<file path="config.mk">
export PLATFORM = sky130hd
export DESIGN_NAME = id_hazard_ctrl
export DESIGN_NICKNAME = d
export VERILOG_FILES = /design/src/rtl/id_hazard_ctrl.sv
export SDC_FILE = /design/constraint.sdc
export NUM_CORES = 1
export LEC_CHECK = 0
export BUFFER_PORTS_ARGS = -buffer_cell sky130_fd_sc_hd__buf_2
export CAP_MARGIN = 20
export CORE_ASPECT_RATIO = 0.5
export CORE_MARGIN = 2
export CORE_UTILIZATION = 28
export CTS_BUF_LIST = sky130_fd_sc_hd__clkbuf_16
export DETAILED_ROUTE_END_ITERATION = 12
export PLACE_DENSITY_LB_ADDON = 0.1
export SLEW_MARGIN = 25
export SYNTH_ARGS = -nofsm -noshare
export SYNTH_HDL_FRONTEND = slang
export SYNTH_SLANG_ARGS = --single-unit
export TNS_END_PERCENT = 5
</file>
<file path="constraint.sdc">
create_clock -name clock -period 2.9 [get_ports clock]
set_clock_uncertainty 0.15 [all_clocks]
set_input_delay 0.435 -clock clock [delete_from_list [all_inputs] [get_ports clock]]
set_output_delay 0.435 -clock clock [all_outputs]
set_load 0.02 [all_outputs]
</file>
<file path="src/rtl/id_hazard_ctrl.sv">
// Decode-stage hazard/sequencing control: load-use and branch-operand stalls, branch/jump flush, halt drain.
// Latency: enables, flush and bubble are combinational in the same cycle; halted is registered (first HALT cycle).
// Backpressure: a hazard holds PC/IF-ID and bubbles ID-EX; DRAIN and HALT hold the front end indefinitely.
module id_hazard_ctrl #(
    parameter int REG_AW       = 5,
    parameter int DRAIN_CYCLES = 3,
    parameter int CNT_W        = 16
) (
    input  logic              clock,
    input  logic              reset_n,
    input  logic [REG_AW-1:0] id_src1,
    input  logic [REG_AW-1:0] id_src2,
    input  logic              id_uses_src2,
    input  logic              id_branch,
    input  logic              id_jump,
    input  logic              pc_source,
    input  logic              id_clock_off,
    input  logic              ex_reg_write,
    input  logic              ex_mem_r,
    input  logic [REG_AW-1:0] ex_dest,
    input  logic              mem_mem_r,
    input  logic [REG_AW-1:0] mem_dest,
    output logic              pc_write,
    output logic              ifid_write,
    output logic              ifid_flush,
    output logic              idex_bubble,
    output logic              halted,
    output logic [CNT_W-1:0]  stall_cnt,
    output logic [CNT_W-1:0]  flush_cnt
);

    typedef enum logic [1:0] {RUN, DRAIN, HALT} state_t;

    localparam int DW = (DRAIN_CYCLES > 1) ? $clog2(DRAIN_CYCLES) : 1;
    localparam logic [DW-1:0] DRAIN_LAST = DW'(DRAIN_CYCLES - 1);

    state_t          state;
    logic [DW-1:0]   drain_cnt;
    logic            m1_ex;
    logic            m1_mem;
    logic            lu;
    logic            bx;
    logic            bm;
    logic            stall;
    logic            redirect;
    logic            halt_req;
    logic            stall_inc;
    logic            flush_inc;

    // x0 is hardwired to zero, so a zero destination never creates a dependency.
    function automatic logic m1(input logic [REG_AW-1:0] dest,
                                input logic [REG_AW-1:0] src1,
                                input logic [REG_AW-1:0] src2,
                                input logic              uses_src2);
        return (dest != '0) && ((dest == src1) || (uses_src2 && (dest == src2)));
    endfunction

    assign m1_ex    = m1(ex_dest, id_src1, id_src2, id_uses_src2);
    assign m1_mem   = m1(mem_dest, id_src1, id_src2, id_uses_src2);
    assign lu       = ex_mem_r & m1_ex;
    assign bx       = id_branch & ex_reg_write & m1_ex;
    assign bm       = id_branch & mem_mem_r & m1_mem;
    assign stall    = lu | bx | bm;
    assign redirect = (id_branch & pc_source) | id_jump;

    always_comb begin
        pc_write    = 1'b0;
        ifid_write  = 1'b0;
        ifid_flush  = 1'b0;
        idex_bubble = 1'b1;
        halt_req    = 1'b0;
        stall_inc   = 1'b0;
        flush_inc   = 1'b0;
        if (reset_n && (state == RUN)) begin
            if (stall) begin
                stall_inc = 1'b1;
            end else if (id_clock_off) begin
                // The halt instruction itself moves on; everything behind it is squashed.
                ifid_flush  = 1'b1;
                idex_bubble = 1'b0;
                halt_req    = 1'b1;
            end else if (redirect) begin
                pc_write    = 1'b1;
                ifid_write  = 1'b1;
                ifid_flush  = 1'b1;
                idex_bubble = 1'b0;
                flush_inc   = 1'b1;
            end else begin
                pc_write    = 1'b1;
                ifid_write  = 1'b1;
                idex_bubble = 1'b0;
            end
        end
    end

    always_ff @(posedge clock or negedge reset_n) begin
        if (!reset_n) begin
            state     <= RUN;
            drain_cnt <= '0;
            halted    <= 1'b0;
            stall_cnt <= '0;
            flush_cnt <= '0;
        end else begin
            case (state)
                RUN: begin
                    if (halt_req) begin
                        state     <= DRAIN;
                        drain_cnt <= '0;
                    end
                end
                DRAIN: begin
                    drain_cnt <= drain_cnt + DW'(1);
                    if (drain_cnt == DRAIN_LAST) begin
                        state  <= HALT;
                        halted <= 1'b1;
                    end
                end
                HALT: begin
                    halted <= 1'b1;
                end
                default: begin
                    state <= RUN;
                end
            endcase
            if (stall_inc && (stall_cnt != '1)) begin
                stall_cnt <= stall_cnt + CNT_W'(1);
            end
            if (flush_inc && (flush_cnt != '1)) begin
                flush_cnt <= flush_cnt + CNT_W'(1);
            end
        end
    end

endmodule

</file>
======== After elaboration in Yosys (flattened, before gate mapping) ========
Cells that the tools add are included.
Widths: inputs -> output; s select.
storage, ports and cells
  bits in registers ....................... 37
  output and inout bits ................... 37
  logic and storage cells ................. 69
cells by class
  $add $sub $neg .......................... 3
  equal/unequal tests ..................... 11
  mux-type cells .......................... 23
  bitwise operators ....................... 10
  reduce and logical (&&, ||, !) cells .... 17
operator list
  kind                   count
  $add 16x1->16 const B  2
  $ne 16x16->1 const B   2
  $eq 5x5->1             4
  $mux 1                 17
  $reduce_bool 5->1      2
  $logic_and 1x1->1      7
  $and 1x1->1            6
  $mux 2                 3
  $pmux 2 s3             1
  $eq 2x2->1 const B     2
  $ne 2x2->1 const B     2
  $pmux 2 s2             1
  $reduce_and 2->1       2
  $reduce_bool 2->1      2
  $or 1x1->1             3
  $reduce_and 3->1       1
  $add 2x1->2 const B    1
  $eq 2x1->1 const B     1
  $logic_not 2->1        1
  $logic_or 1x1->1       2
  $pmux 1 s2             1
  $not 1->1              1

======== Logic depth before layout (Yosys ltp) ========
  depth in word-level cells ............... 11
  gate-level depth with buffers ........... 9

======== Worst setup path after synthesis ========
OpenSTA, ideal clock, no wires.
  kind .................................... input-to-output
  start ................................... input port mem_dest[0]
  end ..................................... output port pc_write
  data arrival time ....................... 2.314 ns
  setup slack ............................. 0.001 ns
  cell stages on the path ................. 7
  path buffers ............................ 2
  cells stage by stage .................... or3_1 o311a_1 a22oi_4 buf_4 nand2_1 nor2_1 buf_4
between the ends
  word-level cells in the longest chain between the ends .. 8
  elaborated cells between the ends (all ways) .. 10
  classes of those cells .................. eq/ne: 2; mux: 2; bitwise: 2; reduce/logical: 4
RTL lines
  what                     line  source
  start: declaration       22    input logic [REG_AW-1:0] mem_dest,
  $eq 5x5->1               55    return (dest != '0) && ((dest == src1) || (uses_src2 && (dest == src2)));
  $logic_and 1x1->1        55
  $logic_or 1x1->1         55
  $logic_and 1x1->1 (*)    55
  $and 1x1->1 (*)          62    assign bm = id_branch & mem_mem_r & m1_mem;
  $or 1x1->1 (*)           63    assign stall = lu | bx | bm;
  $mux 1 (*) (2 in a row)  --
  end: declaration         23    output logic pc_write,
Every way passes the cells marked *; elsewhere a longest branch is shown, timed or not.

======== Worst setup path in the final report ========
  start ................................... input port mem_dest[0]
  end ..................................... output port ifid_flush
between the ends
  word-level cells in the longest chain between the ends .. 8
  elaborated cells between the ends (all ways) .. 10
  classes of those cells .................. eq/ne: 2; mux: 2; bitwise: 2; reduce/logical: 4
RTL lines
  what                   line  source
  $eq 5x5->1             55
  $logic_and 1x1->1      55
  $logic_or 1x1->1       55
  $logic_and 1x1->1 (*)  55
  $and 1x1->1 (*)        62
  $or 1x1->1 (*)         63
  $mux 1 (*)             75    if (stall) begin
  $mux 1 (*)             74    if (reset_n && (state == RUN)) begin
  end: declaration       25    output logic ifid_flush,
Marked as above.

==> impl_metrics.csv <==
group,metric,value,unit
sta,fmax,397,MHz
sta,hold_violations,0,
clock_tree,tritoncts,"yes",
drt,routed-via-count,1810,
clock_tree,numCtsBuffers,5,
floorplan,die_area,8570,sq um
logic_synthesis,syn_nets,245,
drt,drc_errors,0,
grt,grt_overflow,0,
cells_and_area,final_area,2810,sq um
sta,tns,0,ns
cells_and_area,nets,320,
logic_synthesis,ys_warn_count,0,
clock_tree,cts.sinks,37,
min_path,hp-class,"input port to asynchronous set/reset pin",
sta,finalSetupViolations,0,
clock_tree,postCtsHoldBufs,0,
power_and_ir_drop,clkPwrFrac,49.0,%
clock_tree,clock_latency,0.29,ns
floorplan,start_util,29.4,%
place,placed_cell_area,2650,sq um
critical_path,arrival,1.93,ns
place,io_buffers,66,
logic_synthesis,synth_edf_count,0,
critical_path,worst-path-max-fanout,4,
power_and_ir_drop,p_int,0.967,mW
floorplan,die_w,129,microns
logic_synthesis,netlist_area,2180,sq um
floorplan,fp.dieH,66.5,microns
logic_synthesis,postSynthAreaPerCell,10.3,sq um
cells_and_area,diodes,0,
critical_path,cp.required,2.32,ns
clock_tree,cts_root_buf,"clkbuf_16",
drt,finalWirelength,5.41,mm
logic_synthesis,synth_largest_area_cell,"dfrtp_1",
clock_tree,clk_pin_slew,0.06,ns
power_and_ir_drop,p_per_area,443,nW/um^2
logic_synthesis,seq_area_frac_synth,42.4,%
grt,grt_pass1_vias,1848,
power_and_ir_drop,ir_worst_vdd,0.191,mV
run_status,status,"finished, final reports clean",
run,drv_cap,0,
power_and_ir_drop,switchingPower,0.276,mW
grt,grt_max_degree,38,
sta,min_period,2.52,ns
logic_synthesis,ys_async_sr_fraction,100,%
drt,viasPerCell,4.71,
sta,report.final.slew_viol_count,0,
grt,antenna_found_initial,0,
sta,tightestPinTransition,0.666,ns
critical_path,cpMostUsedCell,"buf_2",
clock_tree,cts_resized,0,
power_and_ir_drop,finalPower,1.24,mW
clock_tree,htreeDepth,2,
place,place_congestion,0.798,
sta,slew_headroom,55.2,%
floorplan,rows,22,
critical_path,crit_slowest_cell,"or3_1",
place,dpl.hpwl,4.14,mm
drt,wl_per_cell,14.1,microns
logic_synthesis,synth_top_area_share,42.4,%
critical_path,cp-end-kind,"primary output",
power_and_ir_drop,power_leakage,1.41,nW
drt,drtIter0Drc,46,
critical_path,cp-start-kind,"input port",
critical_path,crit_type,"input port to primary output",
clock_tree,cts.path.max_buffers,2,
power_and_ir_drop,p_sw_share,22.2,%
sta,rsz0062_at_grt,"no",
drt,drtPass1Iterations,4,
critical_path,critPathMaxStageDelay,0.39,ns
logic_synthesis,synth_ff_type,"dfrtp_1",
power_and_ir_drop,seq_power_share,42.4,%
critical_path,crit_chain,"buf_2 > or3_1 > o311a_1 > a22oi_4 > nand2_1 > a21oi_1 > buf_2",
floorplan,pin_count,67,
logic_synthesis,yosys-top-cells-area,"dfrtp_1 42%, xnor2_1 13%, xor2_1 5.6%, nand2_1 4.8%, nand4_1 3.2%",
cells_and_area,drive_above_1_share,32.6,%
clock_tree,cts_setup_buffers,0,
power_and_ir_drop,pwr-share-comb,8.6,%
logic_synthesis,netlist_instances,212,
cells_and_area,area_delta_synth_final,28.6,%
floorplan,core_area,7430,sq um
sta,fin_crit_sh,86.9,%
logic_synthesis,synth.distinct_cells,38,
grt,grt_use_total,13.9,%
drt,final_antenna_net_count,0,
logic_synthesis,synth_seq_cells,37,
grt,grt_pass1_wl,9.12,mm
-- per-stage QoR --
step           worst slack, ns  instances  hold slack, ns  utilization, %
6_report                 0.381        384           0.124            37.8
3_3_place_gp             0.394        376           0.306            35.6
3_5_place_dp             0.362        376           0.306            35.6
4_1_cts                  0.370        384           0.163            37.8
5_1_grt                  0.271        384           0.196            37.8
2_1_floorplan          0.00101        212         -0.0106               -
-- final timing paths --
| path | start | endpoint | slack [ns] | depth (start not counted) |
|---|---|---|---|---|
| setup / recovery | mem_dest[0] | ifid_flush | 0.38 | 7 |
| hold / removal | reset_n | stall_cnt[13]$_DFFE_PN0P_ | 0.12 | 2 |
| setup reg to reg | state[0]$_DFFE_PN0P_ | flush_cnt[14]$_DFFE_PN0P_ | 0.57 | 4 |
| hold reg to reg | halted$_DFFE_PN0P_ | halted$_DFFE_PN0P_ | 0.32 | 1 |
| max in group asynchronous | reset_n | flush_cnt[5]$_DFFE_PN0P_ | 2.13 | 2 |
| min in group clock | halted$_DFFE_PN0P_ | halted$_DFFE_PN0P_ | 0.32 | 1 |
-- critical path, delay by kind of cell --
| family | cells | cell delay (ns) |
|---|---|---|
| AO/OA/AOI/OAI | 3 | 0.66 |
| buffers and inverters | 2 | 0.30 |
| AND/OR/NAND/NOR | 2 | 0.53 |
-- cells by family after synthesis --
group / synth area share [%]
AOI/OAI and AO/OA: 4.93
xor gates and xnor gates: 18.8
adders and majority gates: 1.72
buffers and inverters: 2.06
DFF: 42.4
muxes: 2.75
and+or+nand+nor: 27.3
-- cell usage in the layout, fill, tap and decap left out --
cell	synthesis	final
buf_2	0	66
nor3_1	4	4
buf_4	2	6
nand4b_1	2	2
and4b_1	1	1
and4_1	1	1
nor2b_1	1	1
nand2b_1	3	3
nor3b_2	2	2
nor4_2	2	2
nor4b_2	1	1
a22oi_4	2	2
inv_1	3	4
and3b_1	1	1
and3_1	6	6
o311a_1	1	1
ha_1	3	3
nand4_1	11	11
mux2_1	4	4
nor3b_4	1	1
o22ai_1	4	4
nor4_1	5	5
nor3_2	5	5
nand3_1	11	11
nor2_1	10	10
nand2_1	28	28
clkinv_1	0	1
or3_1	1	1
mux2_4	1	1
and2_1	1	1
nor3b_1	1	1
clkbuf_16	0	5
a21oi_1	4	4
or2_2	1	1
or3b_4	1	1
bufinv_16	0	1
o21ai_0	2	2
dfrtp_1	37	37
xor2_1	14	14
xnor2_1	33	33
-- registers in the layout, indices dropped and copies added, names as in the netlist --
signal     flops
drain_cnt      2
flush_cnt     16
halted         1
stall_cnt     16
state          2
-- cell usage after synthesis (2+ instances only) --
| master | n |
|---|---|
| a21oi_1 | 4 |
| ha_1 | 3 |
| nand4_1 | 11 |
| xnor2_1 | 33 |
| inv_1 | 3 |
| dfrtp_1 | 37 |
| nor2_1 | 10 |
| nor4_1 | 5 |
| nor3_2 | 5 |
| o22ai_1 | 4 |
| nor4_2 | 2 |
| nand4b_1 | 2 |
| nand3_1 | 11 |
| mux2_1 | 4 |
| nand2_1 | 28 |
| nor3_1 | 4 |
| nor3b_2 | 2 |
| buf_4 | 2 |
| nand2b_1 | 3 |
| and3_1 | 6 |
| a22oi_4 | 2 |
| xor2_1 | 14 |
| o21ai_0 | 2 |
-- per-layer routing --
| layer | up-vias | routed length [microns] | global-route usage (%) |
|---|---|---|---|
| li1 | 893 | - | - |
| met1 | 867 | 2810 | 19.1 |
| met2 | 42 | 2260 | 20.6 |
| met3 | 8 | 273 | 4.18 |
| met4 | 0 | 66 | 5.03 |
| met5 | - | 0 | 0 |
-- area by class of cell --
| cell class | count | area, sq um |
|---|---|---|
| tap | 96 | 120 |
| clock inverter | 3 | 37.5 |
| sequential | 37 | 926 |
| inverter | 3 | 11.3 |
| clock buffer | 5 | 125 |
| timing repair buffer | 72 | 375 |
| fill | 792 | 4620 |
| multi-input combinational | 168 | 1210 |
-- power by group through the flow --
stage / combinational, mW / clock [mW] / sequential [mW]
6_report: 0.107 / 0.610 / 0.527
5_1_grt: 0.120 / 0.640 / 0.528
4_1_cts: 0.109 / 0.625 / 0.527
3_5_place_dp: 0.108 / 0 / 0.537
3_3_place_gp: 0.107 / 0 / 0.536
2_1_floorplan: 0.0452 / 0 / 0.541
Note: power is estimated with default switching activity, not from simulation.
